--- config.mk ---
export PLATFORM = sky130hd
export DESIGN_NAME = inst_report_collector
export DESIGN_NICKNAME = d
export VERILOG_FILES = /design/src/rtl/inst_report_pkg.sv /design/src/rtl/report_fifo.sv /design/src/rtl/inst_report_collector.sv
export SDC_FILE = /design/constraint.sdc
export NUM_CORES = 1
export LEC_CHECK = 0
export BUFFER_PORTS_ARGS = -buffer_cell sky130_fd_sc_hd__buf_2
export CAP_MARGIN = 20
export CORE_AREA = 2 2 252 254
export CTS_CLUSTER_DIAMETER = 30
export DETAILED_ROUTE_END_ITERATION = 10
export DIE_AREA = 0 0 254 256
export GPL_ROUTABILITY_DRIVEN = 1
export PLACE_DENSITY_LB_ADDON = 0.08
export SYNTH_ARGS = -nofsm -noshare
export SYNTH_HDL_FRONTEND = slang
export SYNTH_HIERARCHICAL = 1
export SYNTH_SLANG_ARGS = --single-unit
--- constraint.sdc ---
create_clock -name clk -period 9.3 [get_ports clk]
set_clock_uncertainty 0.1 [all_clocks]
set_input_delay 1.395 -clock clk [delete_from_list [all_inputs] [get_ports clk]]
set_output_delay 1.395 -clock clk [all_outputs]
set_load 0.03 [all_outputs]
--- src/rtl/inst_report_pkg.sv ---
// Shared definitions for the leaf-report collector: default sizes,
// counter widths, the report record and a round-robin helper.
package inst_report_pkg;

    localparam int DEF_NLEAF = 16;
    localparam int DEF_VW    = 32;
    localparam int DEF_IDW   = 5;
    localparam int DEF_DEPTH = 4;
    localparam int SEQ_W     = 8;
    localparam int ACC_W     = 16;

    // Report record at the default sizes; the collector builds an equivalent
    // record from its own parameters.
    typedef struct packed {
        logic [DEF_IDW-1:0] id;
        logic [DEF_VW-1:0]  value;
        logic [SEQ_W-1:0]   seq;
    } report_t;

    // Index following k in a ring of n slots.
    function automatic int rr_next(input int k, input int n);
        return (k + 1 >= n) ? 0 : k + 1;
    endfunction

endpackage

--- src/rtl/report_fifo.sv ---
// Small synchronous FIFO whose head entry lives in a dedicated output
// register, so the consumer always sees a registered value and the last
// popped entry stays visible once the FIFO drains. Entries behind the head
// sit in a RAM-style ring without reset.
module report_fifo
    import inst_report_pkg::*;
#(
    parameter int W     = 8,
    parameter int DEPTH = DEF_DEPTH
) (
    input  logic         clk,
    input  logic         rst_n,
    input  logic         i_push,
    input  logic [W-1:0] i_din,
    input  logic         i_pop,
    output logic [W-1:0] o_dout,
    output logic         o_full,
    output logic         o_empty
);

    localparam int AW = $clog2(DEPTH);
    localparam logic [AW:0] FULL_CNT = (AW+1)'(DEPTH);

    logic [W-1:0]  r_mem [DEPTH];
    logic [W-1:0]  r_head;
    logic [AW-1:0] r_wr_ptr;
    logic [AW-1:0] r_rd_ptr;
    logic [AW:0]   r_count;

    logic w_pop_ok;
    logic w_push_ok;
    logic w_head_from_din;
    logic w_head_from_mem;
    logic w_mem_wr;

    assign o_empty   = (r_count == '0);
    assign o_full    = (r_count == FULL_CNT);
    assign o_dout    = r_head;
    assign w_pop_ok  = i_pop && !o_empty;
    assign w_push_ok = i_push && (!o_full || w_pop_ok);

    // The incoming entry goes straight to the head register when it will be
    // the only entry; otherwise it queues in the ring behind the head.
    assign w_head_from_din = w_push_ok && (o_empty || (r_count == (AW+1)'(1) && w_pop_ok));
    assign w_head_from_mem = w_pop_ok && (r_count > (AW+1)'(1));
    assign w_mem_wr        = w_push_ok && !w_head_from_din;

    // Ring storage write port (no reset, pointers define validity).
    always_ff @(posedge clk) begin
        if (w_mem_wr) begin
            r_mem[r_wr_ptr] <= i_din;
        end
    end

    // Head register, ring pointers and occupancy.
    always_ff @(posedge clk) begin
        if (!rst_n) begin
            r_head   <= '0;
            r_wr_ptr <= '0;
            r_rd_ptr <= '0;
            r_count  <= '0;
        end else begin
            if (w_head_from_mem) begin
                r_head   <= r_mem[r_rd_ptr];
                r_rd_ptr <= r_rd_ptr + AW'(1);
            end else if (w_head_from_din) begin
                r_head <= i_din;
            end
            if (w_mem_wr) begin
                r_wr_ptr <= r_wr_ptr + AW'(1);
            end
            case ({w_push_ok, w_pop_ok})
                2'b10:   r_count <= r_count + (AW+1)'(1);
                2'b01:   r_count <= r_count - (AW+1)'(1);
                default: r_count <= r_count;
            endcase
        end
    end

endmodule

--- src/rtl/inst_report_collector.sv ---
// Collects one report per leaf instance: round-robin grant among requesting
// leaves, queues accepted reports in report_fifo and streams them out under
// valid/ready. Also tracks a sequence number, a running checksum and an
// acceptance count so a checker can verify completeness.
module inst_report_collector
    import inst_report_pkg::*;
#(
    parameter int NLEAF = DEF_NLEAF,
    parameter int VW    = DEF_VW,
    parameter int IDW   = DEF_IDW,
    parameter int DEPTH = DEF_DEPTH
) (
    input  logic                clk,
    input  logic                rst_n,
    input  logic [NLEAF-1:0]    i_req_valid,
    input  logic [NLEAF*VW-1:0] i_req_value,
    output logic [NLEAF-1:0]    o_req_ready,
    output logic                o_out_valid,
    input  logic                i_out_ready,
    output logic [IDW-1:0]      o_out_id,
    output logic [VW-1:0]       o_out_value,
    output logic [SEQ_W-1:0]    o_out_seq,
    output logic [VW-1:0]       o_checksum,
    output logic [ACC_W-1:0]    o_accepted
);

    typedef struct packed {
        logic [IDW-1:0]   id;
        logic [VW-1:0]    value;
        logic [SEQ_W-1:0] seq;
    } entry_t;

    localparam int EW = IDW + VW + SEQ_W;
    localparam logic [IDW:0] LIM = (IDW+1)'(NLEAF);

    logic [IDW-1:0]   r_ptr;
    logic [SEQ_W-1:0] r_seq;
    logic [VW-1:0]    r_checksum;
    logic [ACC_W-1:0] r_accepted;

    logic [IDW-1:0]   w_rot_idx [NLEAF];
    logic [NLEAF-1:0] w_rot_valid;
    logic             w_found;
    logic [IDW-1:0]   w_grant_idx;
    logic             w_full;
    logic             w_empty;
    logic             w_pop;
    logic             w_can_push;
    logic             w_xfer;
    logic [VW-1:0]    w_value;
    entry_t           w_push_entry;
    entry_t           w_head;

    // Scan order starting at the round-robin pointer: slot gi looks at leaf
    // (ptr + gi) mod NLEAF.
    generate
        for (genvar gi = 0; gi < NLEAF; gi++) begin : g_rot
            logic [IDW:0] w_sum;
            assign w_sum          = {1'b0, r_ptr} + (IDW+1)'(gi);
            assign w_rot_idx[gi]  = (w_sum >= LIM) ? IDW'(w_sum - LIM) : IDW'(w_sum);
            assign w_rot_valid[gi] = i_req_valid[w_rot_idx[gi]];
        end
    endgenerate

    // Pick the first requesting leaf in scan order (lowest slot wins).
    always_comb begin
        w_found     = 1'b0;
        w_grant_idx = '0;
        for (int i = NLEAF - 1; i >= 0; i--) begin
            if (w_rot_valid[i]) begin
                w_found     = 1'b1;
                w_grant_idx = w_rot_idx[i];
            end
        end
    end

    assign w_pop      = o_out_valid && i_out_ready;
    assign w_can_push = !w_full || w_pop;
    assign w_xfer     = rst_n && w_can_push && w_found;
    assign w_value    = i_req_value[int'(w_grant_idx)*VW +: VW];

    // One-hot grant; held low while reset is asserted.
    generate
        for (genvar gi = 0; gi < NLEAF; gi++) begin : g_grant
            assign o_req_ready[gi] = w_xfer && (w_grant_idx == IDW'(gi));
        end
    endgenerate

    // Round-robin pointer, sequence number, checksum and count advance on
    // every accepted report.
    always_ff @(posedge clk) begin
        if (!rst_n) begin
            r_ptr      <= '0;
            r_seq      <= '0;
            r_checksum <= '0;
            r_accepted <= '0;
        end else if (w_xfer) begin
            r_ptr      <= IDW'(rr_next(int'(w_grant_idx), NLEAF));
            r_seq      <= r_seq + SEQ_W'(1);
            r_checksum <= r_checksum + w_value;
            r_accepted <= r_accepted + ACC_W'(1);
        end
    end

    assign w_push_entry = '{id: w_grant_idx, value: w_value, seq: r_seq};

    report_fifo #(
        .W     (EW),
        .DEPTH (DEPTH)
    ) u_fifo (
        .clk     (clk),
        .rst_n   (rst_n),
        .i_push  (w_xfer),
        .i_din   (w_push_entry),
        .i_pop   (w_pop),
        .o_dout  (w_head),
        .o_full  (w_full),
        .o_empty (w_empty)
    );

    assign o_out_valid = !w_empty;
    assign o_out_id    = w_head.id;
    assign o_out_value = w_head.value;
    assign o_out_seq   = w_head.seq;
    assign o_checksum  = r_checksum;
    assign o_accepted  = r_accepted;

endmodule

==> flow_summary.toml <==
[run_status]
status = "finished, final reports clean"

[clock_tree]
cts_root_buf = "clkbuf_16"
postCtsHoldBufs = 0
tritoncts = "done"
cts_made_buffers = 45
htree_num_levels = 2
cts.reportedPaths.clkPinSlew_ns = 0.06
cts_buffer_depth = 3
cts_sinks = 295
clk_latency_ns = 0.55

[layout]
mostFrequentLayoutCell = "nand2_1"
finalNetCount = 3546
final_layout_size_suffix_gt1_frac = 0.314
area_growth_pct = 29.2
final_cell_mix = "676 x nand2_1, 640 x buf_2, 230 x nand3_1"

[floorplan]
die_h_um = 256
dieArea_mm2 = 0.0650
num_rows = 92
start_util = 0.327
ios = 641
core-area_mm2 = 0.0624
die_w_um = 254

[synth]
yosysTopAreaCell = "edfxtp_1"
syn_avg_cell_area_um2 = 8.68
async_flop_share = 0
syn_nets = 2944
ys_types = 80
ys.flop_type = "edfxtp_1"
synth_edf_count = 180
ys_warn_count = 6
yosysTopAreaCellShare = 0.265
syn_inst = 2354
synthTopCellsByArea = "edfxtp_1 26%, nand2_1 12%, dfxtp_1 11%, mux4_2 7.7%, a311oi_1 5.9%"
ys_ff_latch = 295
synth_area_mm2 = 0.0204
ys_seq_area_frac = 0.377

[global_routing]
grt_pass1_wl_mm = 150
first_global_vias = 21300
grt_usage = 0.316
antenna_found_initial = 42
grt.overflow.total = 0
grt_max_degree = 85

[drt]
drc = 0
wl_per_cell_um = 27.5
drtIter0Drc = 2088
ant_nets = 0
viasPerCell = 5.64
routed_wirelength_mm = 106
first_pass_iters = 5
route.vias.total = 21800

[critical_path]
r2r-end = "o_checksum[28]"
crit_type = "register to register"
r2r_cells = 28
worstPathArrival_ns = 9.07
r2r-start = "r_ptr[1]"
crit_end = "o_checksum[28]"
r2r_setup_slack_ns = 0.56
crit_path_end_kind = "register"
startpoint = "r_ptr[1]"
start_kind = "register"
path_max_fanout = 84
critPathMostFrequentCell = "a21oi_1"
crit_path_top_delay_cell = "xnor2_1"
critPathMaxStageDelay_ns = 0.74
cp.required_ns = 9.63

[sta]
relSlewSlack = 0.296
tightest_slew_ns = 1.06
slew_viol_final = 0
final.hold.worst_slack_ns = 0.358
setup_viol = 0
fmax_ghz = 0.114
post-route-period-util = 0.940
fin_setup_tns_ns = 0
fin_crit_ns = 8.74
final_hold_viol_count = 0
rsz0062_at_grt = "no"

[hold_path]
hold_start = "o_checksum[31]"
hp-class = "register to register"

[placement]
port_buffers = 640
dp_hpwl_mm = 82.9
place.gp.congestion = 1.06

[job]
drv_cap = 0
worst min path at each step:
stage | endpoint | slack (ns) | cells past startpoint
2_1_floorplan | register | 0.35 | 2
3_3_place_gp | o_checksum[31] | 0.35 | 1
3_5_place_dp | o_checksum[31] | 0.34 | 1
4_1_cts | o_checksum[31] | 0.36 | 1
5_1_grt | o_checksum[31] | 0.37 | 1
6_report | o_checksum[31] | 0.36 | 1
registers in the layout, indices dropped and copies added (netlist names), named ones only:
register	cells
u_fifo/r_wr_ptr	2
u_fifo/r_rd_ptr	2
u_fifo/r_count	3
u_fifo/r_mem	180
o_checksum	32
r_seq	8
r_ptr	5
o_accepted	16
u_fifo/o_dout	45
routing by layer:
metal	vias to the layer above	GRT usage	part of all wire
li1	9892	-	-
met1	10800	0.419	0.43
met2	922	0.516	0.47
met3	172	0.0459	0.061
met4	10	0.129	0.039
met5	-	0	0.00060
cell type report:
class                   count  area [um2]
multi-input cells        1834       11800
clock buffers              50        1160
fillers                  6510       36000
repair buffers            740        4030
clock inverters            34         390
inverters                  40         164
flip-flops and latches    295        7710
diodes                     21        52.6
well taps                 846        1060
synthesized netlist by cell type, types with 5 or more instances:
cell       instances
a21oi_1           52
a311oi_1         138
edfxtp_1         180
nor3_1            61
mux2i_1           34
o2111ai_1          5
buf_6              7
and2_1            47
dfxtp_1          115
inv_1             34
nor2b_1           10
a31o_2             5
mux2_2            11
a21boi_0           5
nand4_1            6
nand3_1          231
nand2b_1          14
buf_2             37
o211ai_1          43
xnor2_1           46
or2_2              5
a21o_1            21
mux4_2            70
a211oi_1           5
clkbuf_1         113
o21ai_0           61
a31oi_1            7
o22ai_1           11
and3_1            50
or3_1              7
o21a_1             5
o31ai_1            8
nand2_1          676
nand3b_1           7
xor2_1            15
buf_1             21
nor2_1            46
buf_4              7
ha_1              58
cells by family (layout without fill, tap and decap cells):
family / after synthesis / after routing / synth area share
fa+ha+maj: 59 / 59 / 0.0365
compound gates: 416 / 416 / 0.152
flops: 295 / 295 / 0.377
xor+xnor: 63 / 63 / 0.0277
other cells: 0 / 21 / 0
mux: 115 / 115 / 0.0999
simple gates: 1181 / 1181 / 0.259
buf+inv: 225 / 864 / 0.0475
worst max-delay path, delay by kind of cell (launching register included):
| family | cells | cell delay (ns) |
|---|---|---|
| compound gates | 19 | 4.44 |
| xor+xnor | 1 | 0.74 |
| fa+ha+maj | 2 | 0.78 |
| buf+inv | 3 | 1.04 |
| flops | 1 | 0.31 |
| mux | 1 | 0.70 |
| simple gates | 2 | 0.45 |
stage by stage:
stage          std cells  instance area [um2]  utilization  setup slack (ns)
2_1_floorplan       2354                20400            -              1.02
3_3_place_gp        3755                24800        0.397             0.478
3_5_place_dp        3755                24800        0.397             0.342
4_1_cts             3839                26300        0.422             0.569
5_1_grt             3860                26400        0.423             0.138
6_report            3860                26400        0.423             0.557
timing repair:
item | CTS | global route
setup buffers | 0 | 0
hold endpoints to repair | 0 | 0
resized for setup | 0 | 1
setup endpoints to repair | 0 | 1
Power is left out: the tool's default activity adds up to more than one toggle a clock period on the data nets, which glitch-free logic cannot reach.
